## config.mk

```make
export PLATFORM = sky130hd
export DESIGN_NAME = grad_vec_clipper
export DESIGN_NICKNAME = d
export VERILOG_FILES = /design/src/rtl/grad_clip_pkg.sv /design/src/rtl/grad_vec_clipper_abs_sat16.sv /design/src/rtl/grad_vec_clipper.sv
export SDC_FILE = /design/constraint.sdc
export NUM_CORES = 1
export LEC_CHECK = 0
export BUFFER_PORTS_ARGS = -buffer_cell sky130_fd_sc_hd__buf_2
export CELL_PAD_IN_SITES_DETAIL_PLACEMENT = 0
export CELL_PAD_IN_SITES_GLOBAL_PLACEMENT = 2
export CORE_UTILIZATION = 44
export DETAILED_ROUTE_END_ITERATION = 8
export PLACE_DENSITY_LB_ADDON = 0.05
export SLEW_MARGIN = 20
export SYNTH_ARGS = -nofsm -noshare
export SYNTH_HDL_FRONTEND = slang
export SYNTH_SLANG_ARGS = --single-unit
export TNS_END_PERCENT = 5
```

## constraint.sdc

```tcl
create_clock -name clk -period 4.7 [get_ports clk]
set_input_delay 0.47 -clock clk [delete_from_list [all_inputs] [get_ports clk]]
set_output_delay 0.47 -clock clk [all_outputs]
set_load 0.02 [all_outputs]
```

## src/rtl/grad_clip_pkg.sv

```systemverilog
// Shared types and constants for the 4D gradient-vector clipper.
// Latency: n/a (declarations only).
// Backpressure: n/a.
package grad_clip_pkg;

    // Q8.8 gradient component: 16 bits, 8 of them fractional.
    localparam int DATA_W  = 16;
    localparam int FRAC_W  = 8;
    localparam int VEC_LEN = 4;
    localparam int SHIFT_W = 4;
    localparam int IDX_W   = 2;
    localparam int MAG_W   = DATA_W - 1;

    // Largest representable positive magnitude; -32768 saturates here.
    localparam logic [DATA_W-1:0] ABS_MAX = 16'h7FFF;

    typedef enum logic [1:0] {
        COLLECT = 2'd0,
        SCALE   = 2'd1,
        EMIT    = 2'd2
    } state_e;

endpackage

```

## src/rtl/grad_vec_clipper_abs_sat16.sv

```systemverilog
// Saturating absolute value of a signed 16-bit component (0x8000 -> 0x7FFF).
// Latency: combinational.
// Backpressure: none; pure function of its input.
module abs_sat16
    import grad_clip_pkg::*;
(
    input  logic [DATA_W-1:0] x_i,
    output logic [MAG_W-1:0]  mag_o
);

    logic [DATA_W-1:0] neg_dat;

    // Two's-complement negate for negative inputs; the most negative value
    // has no positive counterpart, so clamp it to the largest magnitude.
    always_comb begin
        neg_dat = '0;
        mag_o   = x_i[MAG_W-1:0];
        if (x_i[DATA_W-1]) begin
            if (x_i == {1'b1, {(DATA_W-1){1'b0}}}) begin
                mag_o = ABS_MAX[MAG_W-1:0];
            end else begin
                neg_dat = DATA_W'(~x_i + 1'b1);
                mag_o   = neg_dat[MAG_W-1:0];
            end
        end
    end

endmodule

```

## src/rtl/grad_vec_clipper.sv

```systemverilog
// Collects a 4-component Q8.8 gradient, shifts all components right by the smallest k with max|g|>>k <= CLIP.
// Latency: 4th accept at t -> first output at t+k+2; no overlap of input and output phases.
// Backpressure: in_ready low outside collection; out_ready low holds grad_out/out_last/index.
module grad_vec_clipper
    import grad_clip_pkg::*;
#(
    parameter logic [DATA_W-1:0] CLIP    = 16'h0400,
    parameter int                VEC_LEN = 4
)(
    input  logic                 clk,
    input  logic                 rst_n,
    input  logic [DATA_W-1:0]    grad_in,
    input  logic                 in_valid,
    output logic                 in_ready,
    output logic [DATA_W-1:0]    grad_out,
    output logic                 out_valid,
    input  logic                 out_ready,
    output logic                 out_last,
    output logic [SHIFT_W-1:0]   shift_amt,
    output logic                 clipped
);

    localparam logic [IDX_W-1:0] LAST_IDX = IDX_W'(VEC_LEN - 1);

    state_e              state_q;
    logic [IDX_W-1:0]    idx_q;
    logic [SHIFT_W-1:0]  k_q;
    logic [MAG_W-1:0]    maxabs_q;
    logic [SHIFT_W-1:0]  shift_q;
    logic                clipped_q;
    logic                in_rdy_q;
    logic                out_vld_q;
    logic [DATA_W-1:0]   buf_q [VEC_LEN];

    logic [MAG_W-1:0]    in_mag;
    logic [MAG_W-1:0]    scaled_mag;
    logic                fits_clip;
    logic                in_acc;
    logic                out_hs;
    logic signed [DATA_W-1:0] cur_dat;
    logic signed [DATA_W-1:0] shifted_dat;

    abs_sat16 u_abs (
        .x_i   (grad_in),
        .mag_o (in_mag)
    );

    assign in_acc     = in_valid && in_rdy_q;
    assign out_hs     = out_vld_q && out_ready;

    // Magnitude is 15 bits; zero-extend so the compare against CLIP is unsigned.
    assign scaled_mag = maxabs_q >> k_q;
    assign fits_clip  = {1'b0, scaled_mag} <= CLIP;

    // Output datapath reads only registered state: buffer entry, index, shift.
    assign cur_dat     = buf_q[idx_q];
    assign shifted_dat = cur_dat >>> shift_q;

    assign in_ready  = in_rdy_q;
    assign out_valid = out_vld_q;
    assign grad_out  = out_vld_q ? shifted_dat : '0;
    assign out_last  = out_vld_q && (idx_q == LAST_IDX);
    assign shift_amt = shift_q;
    assign clipped   = clipped_q;

    // Component buffer; contents are don't-care after reset, so no reset term.
    always_ff @(posedge clk) begin
        if (in_acc) begin
            buf_q[idx_q] <= grad_in;
        end
    end

    // Control FSM: collect four components, search the shift, then emit.
    always_ff @(posedge clk or negedge rst_n) begin
        if (!rst_n) begin
            state_q   <= COLLECT;
            idx_q     <= '0;
            k_q       <= '0;
            maxabs_q  <= '0;
            shift_q   <= '0;
            clipped_q <= 1'b0;
            in_rdy_q  <= 1'b1;
            out_vld_q <= 1'b0;
        end else begin
            case (state_q)
                COLLECT: begin
                    if (in_acc) begin
                        idx_q <= idx_q + 1'b1;
                        if (in_mag > maxabs_q) begin
                            maxabs_q <= in_mag;
                        end
                        if (idx_q == LAST_IDX) begin
                            state_q  <= SCALE;
                            k_q      <= '0;
                            in_rdy_q <= 1'b0;
                        end
                    end
                end
                SCALE: begin
                    // At k=15 the shifted 15-bit magnitude is 0, so this always exits.
                    if (fits_clip) begin
                        shift_q   <= k_q;
                        clipped_q <= (k_q != '0);
                        idx_q     <= '0;
                        state_q   <= EMIT;
                        out_vld_q <= 1'b1;
                    end else begin
                        k_q <= k_q + 1'b1;
                    end
                end
                EMIT: begin
                    if (out_hs) begin
                        if (idx_q == LAST_IDX) begin
                            state_q   <= COLLECT;
                            idx_q     <= '0;
                            maxabs_q  <= '0;
                            out_vld_q <= 1'b0;
                            in_rdy_q  <= 1'b1;
                        end else begin
                            idx_q <= idx_q + 1'b1;
                        end
                    end
                end
                default: begin
                    state_q   <= COLLECT;
                    idx_q     <= '0;
                    maxabs_q  <= '0;
                    out_vld_q <= 1'b0;
                    in_rdy_q  <= 1'b1;
                end
            endcase
        end
    end

endmodule
```

==> out/summary.txt, run 1 <==
number of global-route vias before repair - 3,743
Initial DRT Pass Iterations - 6
post-synthesis async set-or-reset flop share - 0.3191
DR vias/cell - 5.538
total wire length - 12.54 mm
final setup margin - 0.8761 ns
DPL Wire Length - 9.154 mm
dpl cell area - 5812 µm²
worst path cell trace - buf_4, mux4_2, mux2_2, o21ai_0, o22ai_1, a31o_2, buf_2
gpl congestion - 0.8005
post-cts resize count - 0
RSZ-0062 raised after global routing - no
worst setup path class - reg2out
Area Growth Syn to Fin - 10.88%
root buffer cell - clkbuf_16
Synth Cell Area - 5487 µm²
CP max stage cell - dfrtp_1
CTS tree - done
Final Cycle Share - 0.8136
worst rel slew slack - 0.3563
I/O pins - 44
Clock power frac - 0.226
final setup fails - 0
sw frac - 0.3705
Routed WL per cell - 18.57 µm
# hold bufs at CTS - 0
clock sink count - 94
Final Hold Viols - 0
vias - 3,738
die height - 113.7 µm
# H-tree levels - 3
die width - 113.7 µm
sequential share of the synthesized area - 0.4873
Reg2Reg Setup Slack - 2.01 ns
Syn Area/Cell - 11.67 µm²
worst-skew pair later-pin latency - 0.35 ns
crit start category - register
worst-case reg-to-reg path depth - 5
PortBufs - 43
largest net degree at the start of global routing - 31
setup skew after layout - 0.008587 ns
Syn Nets - 512
antenna violations before repair - 0
# diodes - 0
worst path arrival time - 3.35 ns
core area - 12,060 µm²
die footprint - 12,920 µm²
area share of the largest cell type after synthesis - 0.3503
total track usage - 0.2156
CP endpoint kind - primary output
Setup TNS Final - 0 ns
area leader, netlist - edfxtp_1
R2R Path End - clipped$_DFFE_PN0P_
Power Density - 490.0 nW/µm²
synth top area cells - edfxtp_1 (35%), dfrtp_1 (13%), mux4_2 (7.0%)
Slew Viols, Final - 0
CP max stage delay - 0.97 ns
Unique masters post-synth - 62
Initial Util - 0.4549
DRT antenna net count - 0
Synth Register Bits - 94
logic gate share of total power - 0.398
status - finished, final reports clean
Max IR drop VDD - 0.2409 mV
slew at the pin with the worst max-slew slack - 0.9655 ns
share of layout cells above drive strength 1 - 0.2288
Critical Path RT - 4.23 ns
Internal - 1877 µW
Post-synth EDFFs - 64
Hold Crit Class - in2async
Main synth FF type - edfxtp_1
CTS clk-pin slew, worst paths - 0.07 ns
Reg-to-Reg Start - k_q[0]$_DFFE_PN0P_
pre-CTS WS - 0.6307 ns
Post-Syn Instances - 470
nets - 545
max-cap violations - 0
finished layout cell area - 6083 µm²
Longest Clk Path Bufs - 2
share of power burned in registers - 0.376
CTS buffer count - 9
Final Core Density - 0.5044
row count - 40
postcts setup bufs - 0
# DRC - 0
Tmin final - 3.824 ns
worst-path fanout max - 18
Starting DRT DRC Count - 291
f_max - 261.5 MHz
Net Sw Power - 1105 µW
Leakage Power - 0.002407 µW
Overflow after GRT - 0
first-pass GRT wire length - 20.76 mm
Synth warnings - 0
## Yosys cell counts (5+ instances only)
master and count:
o21ai_0 20, a21oi_1 13, nand3_1 9, clkbuf_1 14, dfrtp_1 29, nand2_1 39
xor2_1 8, mux2i_1 25, ha_1 22, nand2b_1 7, buf_2 5, and2_1 18
a31o_2 5, nor3_1 5, mux4_2 17, mux2_2 24, inv_1 26, and3_1 5
edfxtp_1 64, nor2_1 33
## cells in the final DEF (no fill, tap or decap), types with 3 or more instances in the layout
cell	netlist	final
ha_1	22	22
a21oi_1	13	13
nor3_1	5	5
edfxtp_1	64	64
nand2b_1	7	7
o31ai_1	3	3
a31oi_1	4	4
a21o_1	4	4
nor2b_1	4	4
mux2_2	24	24
nor4_1	4	4
nand3_1	9	9
and3_1	5	5
o21ai_0	20	20
nor2_1	33	33
clkbuf_16	0	9
inv_1	26	26
nand3b_1	3	3
mux2i_1	25	25
o22a_1	3	3
buf_2	5	43
a31o_2	5	5
a221oi_1	4	4
buf_4	2	4
or3_1	3	3
o22ai_1	4	4
xor2_1	8	8
nand4_1	3	3
a211oi_1	3	3
and2_1	18	18
nand2_1	39	39
dfrtp_1	29	29
mux4_2	17	17
a22oi_1	3	3
## power groups by stage
stage,combinational (µW),clock [µW],sequential (µW)
after floorplan,991,0,1010
after global routing,1320,728,1140
after detailed placement,1180,0,1140
final,1190,674,1120
after CTS,1190,694,1120
after global placement,1180,0,1140
## worst max-delay path: cells and delay by family, from the launching register on
kind                   cells  cell delay (ns)
muxes                      2             0.87
AOI/OAI and AO/OA          3             0.70
buffers and inverters      2             0.45
DFF                        1             0.97
## routing by layer
metal	GRT usage	routed length, µm
met1	0.3089	6149
met2	0.3325	5640
met3	0.04304	600
met4	0.06316	145
met5	0	0
## through the flow
stage	total power [µW]	std cells	hold slack, ns
after detailed placement	2323	660	0.5081
after global placement	2320	660	0.5007
after global routing	3187	675	0.2084
after CTS	3009	675	0.1797
final	2981	675	0.1543
after floorplan	2002	470	0.1744
## sequential cells by signal, summed over array words and instances (netlist names)
| signal | count |
|---|---|
| idx_q | 2 |
| buf_q | 64 |
| state_q | 2 |
| k_q | 4 |
| in_ready | 1 |
| maxabs_q | 15 |
| shift_amt | 4 |
| clipped | 1 |
| out_valid | 1 |
## cell type report
cell class / instances / area [µm²]
Timing Repair Buffer: 47 / 245.2
Fill cell: 1095 / 5978
Multi-Input combinational cell: 324 / 2581
Inverter: 27 / 101.3
Tap cell: 168 / 210.2
Clock inverter: 6 / 46.29
Sequential cell: 94 / 2674
Clock buffer: 9 / 225.2
## kinds of logic after synthesis
logic type,after synthesis,share of synthesized area
muxes,68,0.1701
xor gates and xnor gates,9,0.01437
DFF,94,0.4873
buffers and inverters,52,0.04219
adders and majority gates,22,0.05017
AOI/OAI and AO/OA,84,0.1070
and+or+nand+nor,141,0.1288
## worst max path at each step
| stage | start | to | depth (start not counted) |
|---|---|---|---|
| finish | idx_q[0]$_DFFE_PN0P_ | grad_out[3] | 7 |
| global route | idx_q[0]$_DFFE_PN0P_ | grad_out[3] | 7 |
| CTS | idx_q[0]$_DFFE_PN0P_ | grad_out[3] | 7 |
| detailed placement | grad_in[3] | maxabs_q[7]$_DFFE_PN0P_ | 13 |
| global placement | grad_in[3] | maxabs_q[10]$_DFFE_PN0P_ | 13 |
| floorplan | grad_in[3] | maxabs_q[10]$_DFFE_PN0P_ | 12 |
Note: power is estimated with default switching activity, not from simulation.
==> run 2: changes to the inputs <==
--- a/config.mk
+++ b/config.mk
@@ -5,10 +5,11 @@
 export SDC_FILE = /design/constraint.sdc
 export NUM_CORES = 1
 export LEC_CHECK = 0
+export ABC_AREA = 1
 export BUFFER_PORTS_ARGS = -buffer_cell sky130_fd_sc_hd__buf_2
 export CELL_PAD_IN_SITES_DETAIL_PLACEMENT = 0
 export CELL_PAD_IN_SITES_GLOBAL_PLACEMENT = 2
-export CORE_UTILIZATION = 44
+export CORE_UTILIZATION = 32
 export DETAILED_ROUTE_END_ITERATION = 8
 export PLACE_DENSITY_LB_ADDON = 0.05
 export SLEW_MARGIN = 20
==> constraint.sdc (replaced) <==
create_clock -name clk -period 3.3 [get_ports clk]
set_input_delay 0.33 -clock clk [delete_from_list [all_inputs] [get_ports clk]]
set_output_delay 0.33 -clock clk [all_outputs]
set_load 0.02 [all_outputs]
==> out/summary.txt, run 2 <==
Final Hold Viols - 0
sw frac - 0.4393
CTS buffer count - 9
Tmin final - 2.778 ns
first-pass GRT wire length - 25.78 mm
Register Area - 2674 µm²
worst-path fanout max - 34
Hold Crit Class - in2async
Crit. Startpoint - idx_q[0]$_DFFE_PN0P_
Reg2Reg Setup Slack - 1.00 ns
postcts setup bufs - 0
worst rel slew slack - 0.5324
Syn Nets - 804
DPL Wire Length - 12.17 mm
Main synth FF type - edfxtp_1
row count - 48
Max IR drop VDD - 0.3025 mV
most common cell after layout, fill and taps aside - nand2_1
nets - 838
core area - 17,360 µm²
die height - 135.8 µm
# hold bufs at CTS - 0
Final Core Density - 0.3703
top-count cell post-synth - nand2_1
logic gate share of total power - 0.462
share of power burned in registers - 0.336
CP endpoint kind - primary output
total wire length - 16.31 mm
post-cts resize count - 0
slew at the pin with the worst max-slew slack - 0.7014 ns
Post-Syn Instances - 762
Fill cells - 1,845
post-synthesis async set-or-reset flop share - 0.3191
number of global-route vias before repair - 4,771
total track usage - 0.1882
Initial DRT Pass Iterations - 4
CTS clk-pin slew, worst paths - 0.07 ns
worst path arrival time - 2.45 ns
vias - 4,980
PortBufs - 43
Synth Cell Area - 5727 µm²
antenna violations before repair - 0
Biggest register - buf_q
Net Sw Power - 2129 µW
gpl congestion - 0.7786
Routed WL per cell - 15.90 µm
area leader, netlist - edfxtp_1
DRT antenna net count - 0
I/O pins - 44
Power Density - 754.0 nW/µm²
RSZ-0062 raised after global routing - no
largest net degree at the start of global routing - 37
setup skew after layout - 0.008099 ns
Critical Path RT - 2.97 ns
Synth warnings - 0
crit start category - register
f_max - 359.9 MHz
Setup TNS Final - 0 ns
Slew Viols, Final - 0
status - finished, final reports clean
root buffer cell - clkbuf_16
Synth Register Bits - 94
Overflow after GRT - 0
most frequent cells in the layout - nand2_1 (312), nand3_1 (108), edfxtp_1 (64)
Unique masters post-synth - 31
Regs by FF count - buf_q: 64 flops, maxabs_q: 15 flops
Initial Util - 0.3299
DR vias/cell - 4.854
die width - 135.8 µm
Post-synth EDFFs - 64
CTS tree - done
# diodes - 0
# H-tree levels - 3
sequential share of the synthesized area - 0.4669
Reg-to-Reg Start - idx_q[0]$_DFFE_PN0P_
Area Growth Syn to Fin - 12.24%
top post-synthesis cells by count - nand2_1 (312), nand3_1 (108), edfxtp_1 (64)
Clock power frac - 0.202
area share of the largest cell type after synthesis - 0.3356
worst-skew pair later-pin latency - 0.35 ns
Final Cycle Share - 0.8419
share of layout cells above drive strength 1 - 0.1136
max reg flops - 64
max-cap violations - 0
Starting DRT DRC Count - 384
final setup fails - 0
area of the multi-input gates - 2646 µm²
Longest Clk Path Bufs - 2
# DRC - 0
Internal - 2717 µW
Syn Area/Cell - 7.515 µm²
worst setup path class - reg2out
synth top area cells - edfxtp_1 (34%), nand2_1 (20%), dfrtp_1 (13%)
clock sink count - 94
die footprint - 18,430 µm²
Leakage Power - 0.003017 µW
-- run 2: per-layer routing --
layer	global-route usage	vias up	wire length, µm
li1	-	2554	-
met1	0.2389	2363	7494
met2	0.3282	46	8284
met3	0.02843	17	271
met4	0.05493	0	259
met5	0	-	0
-- run 2: kinds of logic (layout without fill, tap and decap cells) --
family / count (synthesis) / in the layout / synth area share
fa+ha+maj: 22 / 22 / 0.04807
xor+xnor: 2 / 2 / 0.003059
simple gates: 487 / 487 / 0.3559
flops: 94 / 94 / 0.4669
compound gates: 61 / 61 / 0.05506
buf+inv: 96 / 135 / 0.07101
-- run 2: worst paths after layout --
check                                      endpoint  depth (start not counted)
max in group asynchronous       clipped$_DFFE_PN0P_                          1
setup reg to reg             buf_q[2][10]$_DFFE_PP_                          5
hold reg to reg                 clipped$_DFFE_PN0P_                          2
min in group clk              buf_q[0][1]$_DFFE_PP_                          1
setup / recovery                        grad_out[1]                         11
hold / removal             maxabs_q[12]$_DFFE_PN0P_                          1
-- run 2: per-stage QoR --
step	hold slack [ns]	cells	setup WS [ns]	cell area, µm²	total power, µW
finish	0.02060	1026	0.5218	6427	4846
global route	0.08212	1026	0.1885	6427	5282
CTS	0.05790	1026	0.4935	6427	4924
detailed placement	0.4258	1010	0.2133	6147	3938
global placement	0.4261	1010	0.2291	6147	3926
floorplan	0.03441	762	0.7719	5727	3243
-- run 2: layout make-up --
| class | count | share of cell area |
|---|---|---|
| clock buffers | 10 | 0.03562 |
| clock inverters | 6 | 0.007981 |
| multi-input cells | 572 | 0.4117 |
| repair buffers | 55 | 0.04750 |
| well taps | 225 | 0.04380 |
| flip-flops and latches | 94 | 0.4160 |
| inverters | 64 | 0.03738 |
-- run 2: critical path: stages, from the launching register on --
cell and delay [ns]:
dfrtp_1 0.38, inv_2 0.47, nand2_1 0.10, nand3_1 0.12
and2_1 0.26, nand2_1 0.13, nand2_1 0.12, nand2_1 0.05
nand2_1 0.10, o21ai_1 0.06, nor2_1 0.13, buf_2 0.18
-- run 2: power groups by stage --
stage / clock [µW] / sequential, µW / combinational [µW]
2_1_floorplan: 0 / 1630 / 1620
3_3_place_gp: 0 / 1660 / 2270
3_5_place_dp: 0 / 1660 / 2280
4_1_cts: 999 / 1630 / 2290
5_1_grt: 1050 / 1650 / 2580
6_report: 977 / 1630 / 2240
